[src/rtl/axi_lite_master_if_if.sv]
// Command-side and AXI4-Lite master signal bundle for axi_lite_master_if.
// The master modport is the bridge's view; the slave modport is the environment's.
interface axi_lite_master_if_if #(
  parameter int ADDR_WIDTH = 14
);
  // Command side
  logic                  req_valid;
  logic                  req_ready;
  logic                  req_wen;
  logic [ADDR_WIDTH-1:0] req_addr;
  logic [31:0]           req_wdata;
  logic [3:0]            req_wstrb;
  logic                  resp_valid;
  logic [31:0]           resp_rdata;
  logic                  resp_err;

  // AXI4-Lite channels
  logic [ADDR_WIDTH-1:0] M_AXI_AWADDR;
  logic                  M_AXI_AWVALID;
  logic                  M_AXI_AWREADY;
  logic [31:0]           M_AXI_WDATA;
  logic [3:0]            M_AXI_WSTRB;
  logic                  M_AXI_WVALID;
  logic                  M_AXI_WREADY;
  logic [1:0]            M_AXI_BRESP;
  logic                  M_AXI_BVALID;
  logic                  M_AXI_BREADY;
  logic [ADDR_WIDTH-1:0] M_AXI_ARADDR;
  logic                  M_AXI_ARVALID;
  logic                  M_AXI_ARREADY;
  logic [31:0]           M_AXI_RDATA;
  logic [1:0]            M_AXI_RRESP;
  logic                  M_AXI_RVALID;
  logic                  M_AXI_RREADY;

  modport master (
    input  req_valid, req_wen, req_addr, req_wdata, req_wstrb,
    output req_ready, resp_valid, resp_rdata, resp_err,
    output M_AXI_AWADDR, M_AXI_AWVALID, input M_AXI_AWREADY,
    output M_AXI_WDATA, M_AXI_WSTRB, M_AXI_WVALID, input M_AXI_WREADY,
    input  M_AXI_BRESP, M_AXI_BVALID, output M_AXI_BREADY,
    output M_AXI_ARADDR, M_AXI_ARVALID, input M_AXI_ARREADY,
    input  M_AXI_RDATA, M_AXI_RRESP, M_AXI_RVALID, output M_AXI_RREADY
  );

  modport slave (
    output req_valid, req_wen, req_addr, req_wdata, req_wstrb,
    input  req_ready, resp_valid, resp_rdata, resp_err,
    input  M_AXI_AWADDR, M_AXI_AWVALID, output M_AXI_AWREADY,
    input  M_AXI_WDATA, M_AXI_WSTRB, M_AXI_WVALID, output M_AXI_WREADY,
    output M_AXI_BRESP, M_AXI_BVALID, input M_AXI_BREADY,
    input  M_AXI_ARADDR, M_AXI_ARVALID, output M_AXI_ARREADY,
    output M_AXI_RDATA, M_AXI_RRESP, M_AXI_RVALID, input M_AXI_RREADY
  );
endinterface

[src/rtl/axi_lite_master_if.sv]
// Single-outstanding AXI4-Lite master: turns one command request into one
// AXI read or write and returns a one-cycle completion pulse.
//
// Handshakes: a transfer happens on a rising clock edge where VALID and READY
// are both high. Once raised, VALID holds with stable address/data until that
// edge; READY may be high without VALID. req_ready depends on state only.
module axi_lite_master_if #(
  parameter int ADDR_WIDTH = 14
) (
  input  logic                 M_AXI_ACLK,
  input  logic                 M_AXI_ARESETN,
  axi_lite_master_if_if.master bus,
  output logic [2:0]           o_dbg_state
);

  typedef enum logic [2:0] {
    IDLE  = 3'd0,
    WADDR = 3'd1,
    WRESP = 3'd2,
    RADDR = 3'd3,
    RDATA = 3'd4
  } state_t;

  state_t                r_state, w_state_nxt;
  logic [ADDR_WIDTH-1:0] r_addr, w_addr_nxt;
  logic [31:0]           r_wdata, w_wdata_nxt;
  logic [3:0]            r_wstrb, w_wstrb_nxt;
  logic                  r_awvalid, w_awvalid_nxt;
  logic                  r_wvalid, w_wvalid_nxt;
  logic                  r_arvalid, w_arvalid_nxt;
  logic                  r_resp_valid, w_resp_valid_nxt;
  logic [31:0]           r_resp_rdata, w_resp_rdata_nxt;
  logic                  r_resp_err, w_resp_err_nxt;

  // AW and W retire independently; each stays pending until its own READY.
  logic w_aw_pending;
  logic w_w_pending;
  logic w_unused_resp_lsb;

  assign w_aw_pending      = r_awvalid & ~bus.M_AXI_AWREADY;
  assign w_w_pending       = r_wvalid  & ~bus.M_AXI_WREADY;
  assign w_unused_resp_lsb = bus.M_AXI_BRESP[0] ^ bus.M_AXI_RRESP[0];

  always_ff @(posedge M_AXI_ACLK or negedge M_AXI_ARESETN) begin
    if (!M_AXI_ARESETN) begin
      r_state      <= IDLE;
      r_addr       <= '0;
      r_wdata      <= '0;
      r_wstrb      <= '0;
      r_awvalid    <= 1'b0;
      r_wvalid     <= 1'b0;
      r_arvalid    <= 1'b0;
      r_resp_valid <= 1'b0;
      r_resp_rdata <= '0;
      r_resp_err   <= 1'b0;
    end else begin
      r_state      <= w_state_nxt;
      r_addr       <= w_addr_nxt;
      r_wdata      <= w_wdata_nxt;
      r_wstrb      <= w_wstrb_nxt;
      r_awvalid    <= w_awvalid_nxt;
      r_wvalid     <= w_wvalid_nxt;
      r_arvalid    <= w_arvalid_nxt;
      r_resp_valid <= w_resp_valid_nxt;
      r_resp_rdata <= w_resp_rdata_nxt;
      r_resp_err   <= w_resp_err_nxt;
    end
  end

  always_comb begin
    w_state_nxt      = r_state;
    w_addr_nxt       = r_addr;
    w_wdata_nxt      = r_wdata;
    w_wstrb_nxt      = r_wstrb;
    w_awvalid_nxt    = r_awvalid;
    w_wvalid_nxt     = r_wvalid;
    w_arvalid_nxt    = r_arvalid;
    w_resp_valid_nxt = 1'b0;
    w_resp_rdata_nxt = r_resp_rdata;
    w_resp_err_nxt   = r_resp_err;

    case (r_state)
      IDLE: begin
        if (bus.req_valid) begin
          w_addr_nxt  = bus.req_addr;
          w_wdata_nxt = bus.req_wdata;
          w_wstrb_nxt = bus.req_wstrb;
          if (bus.req_wen) begin
            w_state_nxt   = WADDR;
            w_awvalid_nxt = 1'b1;
            w_wvalid_nxt  = 1'b1;
          end else begin
            w_state_nxt   = RADDR;
            w_arvalid_nxt = 1'b1;
          end
        end
      end
      WADDR: begin
        w_awvalid_nxt = w_aw_pending;
        w_wvalid_nxt  = w_w_pending;
        if (!w_aw_pending && !w_w_pending) begin
          w_state_nxt = WRESP;
        end
      end
      WRESP: begin
        if (bus.M_AXI_BVALID) begin
          w_resp_valid_nxt = 1'b1;
          w_resp_rdata_nxt = '0;
          w_resp_err_nxt   = bus.M_AXI_BRESP[1];
          w_state_nxt      = IDLE;
        end
      end
      RADDR: begin
        if (bus.M_AXI_ARREADY) begin
          w_arvalid_nxt = 1'b0;
          w_state_nxt   = RDATA;
        end
      end
      RDATA: begin
        if (bus.M_AXI_RVALID) begin
          w_resp_valid_nxt = 1'b1;
          w_resp_rdata_nxt = bus.M_AXI_RDATA;
          w_resp_err_nxt   = bus.M_AXI_RRESP[1];
          w_state_nxt      = IDLE;
        end
      end
      default: begin
        w_state_nxt   = IDLE;
        w_awvalid_nxt = 1'b0;
        w_wvalid_nxt  = 1'b0;
        w_arvalid_nxt = 1'b0;
      end
    endcase
  end

  // Every AXI-facing output is a register or a decode of the state register.
  assign bus.req_ready     = (r_state == IDLE);
  assign bus.M_AXI_AWADDR  = r_addr;
  assign bus.M_AXI_AWVALID = r_awvalid;
  assign bus.M_AXI_WDATA   = r_wdata;
  assign bus.M_AXI_WSTRB   = r_wstrb;
  assign bus.M_AXI_WVALID  = r_wvalid;
  assign bus.M_AXI_BREADY  = (r_state == WRESP);
  assign bus.M_AXI_ARADDR  = r_addr;
  assign bus.M_AXI_ARVALID = r_arvalid;
  assign bus.M_AXI_RREADY  = (r_state == RDATA);
  assign bus.resp_valid    = r_resp_valid;
  assign bus.resp_rdata    = r_resp_rdata;
  assign bus.resp_err      = r_resp_err;
  assign o_dbg_state       = r_state;

endmodule

[src/flat_wrapper.sv]
// flat-port wrapper written by rule: the top's interface ports become plain ports
module axi_lite_master_if_flat 
#(
  parameter int ADDR_WIDTH = 14
)
  (M_AXI_ACLK, M_AXI_ARESETN, o_dbg_state, bus_req_valid, bus_req_wen, bus_req_addr, bus_req_wdata, bus_req_wstrb, bus_req_ready, bus_resp_valid, bus_resp_rdata, bus_resp_err, bus_M_AXI_AWADDR, bus_M_AXI_AWVALID, bus_M_AXI_AWREADY, bus_M_AXI_WDATA, bus_M_AXI_WSTRB, bus_M_AXI_WVALID, bus_M_AXI_WREADY, bus_M_AXI_BRESP, bus_M_AXI_BVALID, bus_M_AXI_BREADY, bus_M_AXI_ARADDR, bus_M_AXI_ARVALID, bus_M_AXI_ARREADY, bus_M_AXI_RDATA, bus_M_AXI_RRESP, bus_M_AXI_RVALID, bus_M_AXI_RREADY);
  axi_lite_master_if_if #(.ADDR_WIDTH(ADDR_WIDTH)) bus_i ();
  input  logic M_AXI_ACLK;
  input  logic M_AXI_ARESETN;
  output logic [2:0] o_dbg_state;
  input wire logic [$bits(bus_i.req_valid)-1:0] bus_req_valid;
  input wire logic [$bits(bus_i.req_wen)-1:0] bus_req_wen;
  input wire logic [$bits(bus_i.req_addr)-1:0] bus_req_addr;
  input wire logic [$bits(bus_i.req_wdata)-1:0] bus_req_wdata;
  input wire logic [$bits(bus_i.req_wstrb)-1:0] bus_req_wstrb;
  output wire logic [$bits(bus_i.req_ready)-1:0] bus_req_ready;
  output wire logic [$bits(bus_i.resp_valid)-1:0] bus_resp_valid;
  output wire logic [$bits(bus_i.resp_rdata)-1:0] bus_resp_rdata;
  output wire logic [$bits(bus_i.resp_err)-1:0] bus_resp_err;
  output wire logic [$bits(bus_i.M_AXI_AWADDR)-1:0] bus_M_AXI_AWADDR;
  output wire logic [$bits(bus_i.M_AXI_AWVALID)-1:0] bus_M_AXI_AWVALID;
  input wire logic [$bits(bus_i.M_AXI_AWREADY)-1:0] bus_M_AXI_AWREADY;
  output wire logic [$bits(bus_i.M_AXI_WDATA)-1:0] bus_M_AXI_WDATA;
  output wire logic [$bits(bus_i.M_AXI_WSTRB)-1:0] bus_M_AXI_WSTRB;
  output wire logic [$bits(bus_i.M_AXI_WVALID)-1:0] bus_M_AXI_WVALID;
  input wire logic [$bits(bus_i.M_AXI_WREADY)-1:0] bus_M_AXI_WREADY;
  input wire logic [$bits(bus_i.M_AXI_BRESP)-1:0] bus_M_AXI_BRESP;
  input wire logic [$bits(bus_i.M_AXI_BVALID)-1:0] bus_M_AXI_BVALID;
  output wire logic [$bits(bus_i.M_AXI_BREADY)-1:0] bus_M_AXI_BREADY;
  output wire logic [$bits(bus_i.M_AXI_ARADDR)-1:0] bus_M_AXI_ARADDR;
  output wire logic [$bits(bus_i.M_AXI_ARVALID)-1:0] bus_M_AXI_ARVALID;
  input wire logic [$bits(bus_i.M_AXI_ARREADY)-1:0] bus_M_AXI_ARREADY;
  input wire logic [$bits(bus_i.M_AXI_RDATA)-1:0] bus_M_AXI_RDATA;
  input wire logic [$bits(bus_i.M_AXI_RRESP)-1:0] bus_M_AXI_RRESP;
  input wire logic [$bits(bus_i.M_AXI_RVALID)-1:0] bus_M_AXI_RVALID;
  output wire logic [$bits(bus_i.M_AXI_RREADY)-1:0] bus_M_AXI_RREADY;
  assign bus_i.req_valid = bus_req_valid;
  assign bus_i.req_wen = bus_req_wen;
  assign bus_i.req_addr = bus_req_addr;
  assign bus_i.req_wdata = bus_req_wdata;
  assign bus_i.req_wstrb = bus_req_wstrb;
  assign bus_req_ready = bus_i.req_ready;
  assign bus_resp_valid = bus_i.resp_valid;
  assign bus_resp_rdata = bus_i.resp_rdata;
  assign bus_resp_err = bus_i.resp_err;
  assign bus_M_AXI_AWADDR = bus_i.M_AXI_AWADDR;
  assign bus_M_AXI_AWVALID = bus_i.M_AXI_AWVALID;
  assign bus_i.M_AXI_AWREADY = bus_M_AXI_AWREADY;
  assign bus_M_AXI_WDATA = bus_i.M_AXI_WDATA;
  assign bus_M_AXI_WSTRB = bus_i.M_AXI_WSTRB;
  assign bus_M_AXI_WVALID = bus_i.M_AXI_WVALID;
  assign bus_i.M_AXI_WREADY = bus_M_AXI_WREADY;
  assign bus_i.M_AXI_BRESP = bus_M_AXI_BRESP;
  assign bus_i.M_AXI_BVALID = bus_M_AXI_BVALID;
  assign bus_M_AXI_BREADY = bus_i.M_AXI_BREADY;
  assign bus_M_AXI_ARADDR = bus_i.M_AXI_ARADDR;
  assign bus_M_AXI_ARVALID = bus_i.M_AXI_ARVALID;
  assign bus_i.M_AXI_ARREADY = bus_M_AXI_ARREADY;
  assign bus_i.M_AXI_RDATA = bus_M_AXI_RDATA;
  assign bus_i.M_AXI_RRESP = bus_M_AXI_RRESP;
  assign bus_i.M_AXI_RVALID = bus_M_AXI_RVALID;
  assign bus_M_AXI_RREADY = bus_i.M_AXI_RREADY;
  axi_lite_master_if #(.ADDR_WIDTH(ADDR_WIDTH)) u_core (.M_AXI_ACLK(M_AXI_ACLK), .M_AXI_ARESETN(M_AXI_ARESETN), .bus(bus_i), .o_dbg_state(o_dbg_state));
endmodule
[config.mk]
export PLATFORM = sky130hd
export DESIGN_NAME = axi_lite_master_if_flat
export DESIGN_NICKNAME = d
export VERILOG_FILES = /design/src/rtl/axi_lite_master_if_if.sv /design/src/rtl/axi_lite_master_if.sv /design/src/flat_wrapper.sv
export SDC_FILE = /design/constraint.sdc
export NUM_CORES = 1
export LEC_CHECK = 0
export BUFFER_PORTS_ARGS = -buffer_cell sky130_fd_sc_hd__buf_4
export CAP_MARGIN = 10
export CORE_ASPECT_RATIO = 1.5
export CORE_UTILIZATION = 30
export CTS_CLUSTER_DIAMETER = 150
export DETAILED_ROUTE_END_ITERATION = 16
export GPL_ROUTABILITY_DRIVEN = 0
export PLACE_DENSITY = 0.61
export SYNTH_ARGS = -nofsm -noshare
export SYNTH_HDL_FRONTEND = slang
export SYNTH_SLANG_ARGS = --single-unit
[constraint.sdc]
create_clock -name M_AXI_ACLK -period 1.6 [get_ports M_AXI_ACLK]
set_clock_uncertainty 0.2 [all_clocks]
set_input_delay 0.08 -clock M_AXI_ACLK [delete_from_list [all_inputs] [get_ports M_AXI_ACLK]]
set_output_delay 0.08 -clock M_AXI_ACLK [all_outputs]
set_load 0.02 [all_outputs]
Word-level counts from Yosys, hierarchy flattened

Index checks and enable logic that the tools add are counted.

Input bits: 95
Output and inout port bits: 107
Register bits after elaboration: 90

Reduce and logical (&&, ||, !) cells: 12
Mux-type cells: 24
Equality and inequality tests: 11
Bitwise gates (word level): 6

Operator list:

| cell                 | count |
|---|---|
| $mux W32             | 2 |
| $pmux W32 S2         | 1 |
| $mux W3              | 5 |
| $pmux W3 S5          | 1 |
| $ne A2 B2 Y1 const B | 6 |
| $mux W1              | 9 |
| $pmux W1 S3          | 3 |
| $eq A3 B2 Y1 const B | 2 |
| $reduce_and A3 Y1    | 2 |
| $reduce_or A3 Y1     | 2 |
| $reduce_and A5 Y1    | 1 |
| $not A1 Y1           | 4 |
| $pmux W1 S2          | 2 |
| $reduce_and A4 Y1    | 1 |
| $eq A3 B1 Y1 const B | 1 |
| $eq A3 B3 Y1 const B | 1 |
| $logic_not A3 Y1     | 1 |
| $and A1 B1 Y1        | 2 |
| $logic_not A1 Y1     | 2 |
| $mux W2              | 1 |
| $ne A2 B1 Y1 const B | 1 |
| $reduce_and A2 Y1    | 1 |
| $reduce_bool A2 Y1   | 1 |
| $logic_and A1 B1 Y1  | 1 |

Depth between registers and ports, before layout

Depth in word-level cells: 6
Mapped depth: 7

Worst setup path before layout

No wires, ideal clock.

Kind: register -> register
Start point: reg u_core.r_state[2], in the netlist u_core.o_dbg_state[2]
End point: reg u_core.r_addr[10], in the netlist u_core.bus.M_AXI_ARADDR[10]
Arrival: 1636 ps
Path slack: -361 ps
Clock period less this slack: 1961 ps
Data required time: 1275 ps
Cell stages (with the launch flop): 7
Cell sequence: dfrtp_1 buf_6 nor3_4 and2_4 buf_12 buf_12 mux2_4

Cells in the longest elaborated chain, start to end: 2

RTL lines:

| what                        | RTL line                 | RTL |
|---|---|---|
| from (decl)                 | axi_lite_master_if.sv:24 | `state_t r_state, w_state_nxt;` |
| from (signal assigned)      | axi_lite_master_if.sv:57 | `r_state <= w_state_nxt;` |
| $logic_not A3 Y1            | --                       |  |
| net bus_req_ready           | flat_wrapper.sv:16       | `output wire logic [$bits(bus_i.req_ready)-1:0] bus_req_ready;` |
| $reduce_and A2 Y1 (no line) | --                       |  |
| to (signal assigned)        | axi_lite_master_if.sv:58 | `r_addr <= w_addr_nxt;` |
| to (decl)                   | axi_lite_master_if.sv:25 | `logic [ADDR_WIDTH-1:0] r_addr, w_addr_nxt;` |

The timed path passes the listed nets, and every way through them passes these cells.
A chain may end at the register's enable or synchronous reset.

Worst setup path after layout

Start point: reg u_core.r_state[2], in the netlist u_core.o_dbg_state[2]
End point: reg u_core.r_wdata[22], in the netlist u_core.bus.M_AXI_WDATA[22]

Cells in the longest elaborated chain, start to end: 2

RTL lines:

| what                        | RTL line                 | RTL |
|---|---|---|
| $logic_not A3 Y1            | axi_lite_master_if.sv:82 | `case (r_state)` |
| $reduce_and A2 Y1 (no line) | --                       |  |
| to (signal assigned)        | axi_lite_master_if.sv:59 | `r_wdata <= w_wdata_nxt;` |
| to (decl)                   | axi_lite_master_if.sv:26 | `logic [31:0] r_wdata, w_wdata_nxt;` |

Every way passes these cells.

==> run_results.csv <==
group,metric,value,unit
clock_tree,numCtsBuffers,9,
synth,ys_seq_area_share,56.3,%
power,power.leakage,3.53,nW
power,p_seq_share,29.1,%
sta,drv_slew,0,
routing,drt_iter0_drc,69,
setup_path,required,1.61,ns
routing,viasPerCell,4.42,
sta,worst_pin_slew,0.364,ns
setup_path,critical-path-max-stage-delay,0.41,ns
placement,hpwl,7360,um
die,design.portCount,202,
global_routing,grt_usage,16.7,%
setup_path,arrival,1.81,ns
die,core.rowCount,51,
sta,fin_crit,1.79,ns
setup_path,cp_cell_sequence,"buf_6 -> nor3_4 -> and2_4 -> clkbuf_16 -> mux2_4",
setup_path,critical_path.max_fanout,12,
global_routing,antenna_found_initial,0,
finish,area_growth,83.9,%
hold_path,hp-class,"in2async",
clock_tree,cts_tree,"yes",
finish,drive_gt1_share,53.7,%
power,clkPwrFrac,17.5,%
setup_path,criticalPathCategory,"reg2reg",
clock_tree,clock_path_buffers,2,
sta,rsz0062_at_grt,"true",
global_routing,overflow,0,
synth,synth-seq-cells,90,
power,p_sw_share,36.1,%
global_routing,grt_start_max_net_pins,49,
synth,synthCells,314,
synth,postSynthAreaPerCell,12.7,um2
job,cap_violations,0,
die,die_y,143,um
finish,antennaDiodeCount,0,
synth,synth_nets,409,
sta,slew_headroom,75.7,%
routing,wl,12100,um
die,die_x,96.3,um
routing,wl_per_cell,15.4,um
routing,postRouteAntennaNets,0,
routing,drt-pass1-iter-count,4,
sta,setup_ws,-0.195,ns
clock_tree,cts_sinks,90,
synth,netlist_area,0.00400,mm2
placement,dpl_worst_slack,-0.123,ns
power,internal_power,0.00824,W
outcome,status,"complete, but fails checks",
power,power.total,0.0129,W
clock_tree,insertion_delay,0.33,ns
global_routing,grt_first_pass_wirelength,17400,um
outcome,violations,"setup timing",
synth,synth.distinct_cells,27,
global_routing,grt_pass1_vias,3555,
die,fp.dieArea,0.0138,mm2
setup_path,endpoint_kind,"flop",
finish,mostFrequentLayoutCells,"208 x buf_4, 91 x dlygate4sd3_1, 88 x dfrtp_1",
clock_tree,cts-htree-levels,3,
power,vdd_drop_max,0.706,mV
clock_tree,clockRootBuffer,"clkbuf_16",
finish,fin_nets,720,
power,switchingPower,0.00465,W
power,p_per_area,1750,mW/mm2
die,core,0.0130,mm2
die,initial_core_util,30.7,%
power,comb_power_share,53.4,%
placement,port_buffers,199,
setup_path,startpoint_type,"flop",
clock_tree,clk_pin_slew,0.06,ns
sta,max_freq,557,MHz
synth,yosys_warnings,0,
setup_path,crit_path_top_delay_cell,"dfrtp_2",
routing,route.detailed.drc,0,
sta,finalHoldViolCount,0,
sta,timing.final.crit_share,112,%
sta,setup_viol,90,
finish,layout_commonest_cell,"buf_4",
routing,num_vias,3486,
## final cells by class
type	instances	area, um2
Timing Repair Buffer	333	3020
Multi-Input combinational cell	188	1560
Tap cell	159	199
Inverter	3	16.3
Sequential cell	90	2250
Clock inverter	4	76.3
Fill cell	1037	5660
Clock buffer	11	243
## power by group through the flow
stage,clock (W),sequential (W),combinational [W]
global route,0.00241,0.00386,0.00728
detailed placement,0,0.00377,0.00589
global placement,0,0.00375,0.00580
floorplan,0,0.00472,0.00284
finish,0.00226,0.00375,0.00688
CTS,0.00233,0.00374,0.00664
## metal layers
metal	part of all wire, %	track usage, %
met1	37	17.8
met2	55	31.4
met3	5.8	4.02
met4	2.2	5.50
met5	0	0
## cells by family after synthesis
group	synth area share, %
AOI/OAI and AO/OA	6.50
buffers and inverters	8.38
DFF	56.3
muxes	19.2
and+or+nand+nor	9.66
## per-stage QoR
stage	instances	TNS (ns)	hold WS (ns)	utilization (%)	area [um2]
final	788	-12.62	0.0115	56.5	7360
after detailed placement	662	-5.73	-0.179	43.1	5610
after floorplan	314	-16.82	-0.416	-	4010
after global routing	788	-17.91	0.0292	56.5	7360
after global placement	662	-3.55	-0.185	43.1	5610
after CTS	786	-11.08	0.0174	55.1	7170
## synthesized netlist by cell type (all sizes together)
master  number  area share (%)
dfrtp       90              56
nand2       70             6.6
mux2        51              19
o21ai       39             4.9
buf         30             7.8
a21oi        5            0.63
nand2b       4            0.69
nor2         4            0.38
clkbuf       3            0.28
inv          3            0.28
nand3b       3            0.56
nor3         3            0.94
nor2b        2            0.31
a21o         1            0.19
a31oi        1            0.16
a32oi        1            0.22
and2         1            0.22
mux2i        1            0.25
o22a         1            0.22
o32ai        1            0.22
## critical path: cells and delay by family (launching register included)
kind | cells | cell delay, ns
buffers and inverters | 2 | 0.35
flip-flops | 1 | 0.41
multiplexers | 1 | 0.30
AND/OR/NAND/NOR | 2 | 0.40
## registers in the layout (all words and copies together), names as in the netlist
register	cells
u_core.bus.M_AXI_WDATA	32
u_core.bus.resp_rdata	32
u_core.bus.M_AXI_ARADDR	14
u_core.bus.M_AXI_WSTRB	4
u_core.o_dbg_state	3
u_core.bus.M_AXI_ARVALID	1
u_core.bus.M_AXI_AWVALID	1
u_core.bus.M_AXI_WVALID	1
u_core.bus.resp_err	1
u_core.bus.resp_valid	1
## final timing paths
check                                                       from                                     end  slack, ns  depth (start not counted)
setup reg to reg               u_core.o_dbg_state[2]$_DFFE_PN0P_  u_core.bus.M_AXI_WDATA[22]$_DFFE_PN0P_      -0.19                          5
hold reg to reg            u_core.bus.resp_rdata[18]$_DFFE_PN0P_   u_core.bus.resp_rdata[18]$_DFFE_PN0P_       0.28                          2
setup / recovery               u_core.o_dbg_state[2]$_DFFE_PN0P_  u_core.bus.M_AXI_WDATA[22]$_DFFE_PN0P_      -0.19                          5
hold / removal                                     M_AXI_ARESETN  u_core.bus.M_AXI_ARADDR[8]$_DFFE_PN0P_       0.01                          2
min in group M_AXI_ACLK                         bus_M_AXI_BVALID       u_core.o_dbg_state[1]$_DFFE_PN0P_       0.10                          4
max in group asynchronous                          M_AXI_ARESETN   u_core.bus.M_AXI_WDATA[8]$_DFFE_PN0P_       0.65                          3
## repair_timing
item | CTS | global route
endpoints found under the hold margin | 178 | 0
setup endpoints to repair | 86 | 89
hold buffers | 91 | 0
resized for setup | 41 | 44
pin swaps | 5 | 11
gates cloned | 4 | 2
buffers inserted | 14 | 3
(Power assumes the default switching activity.)
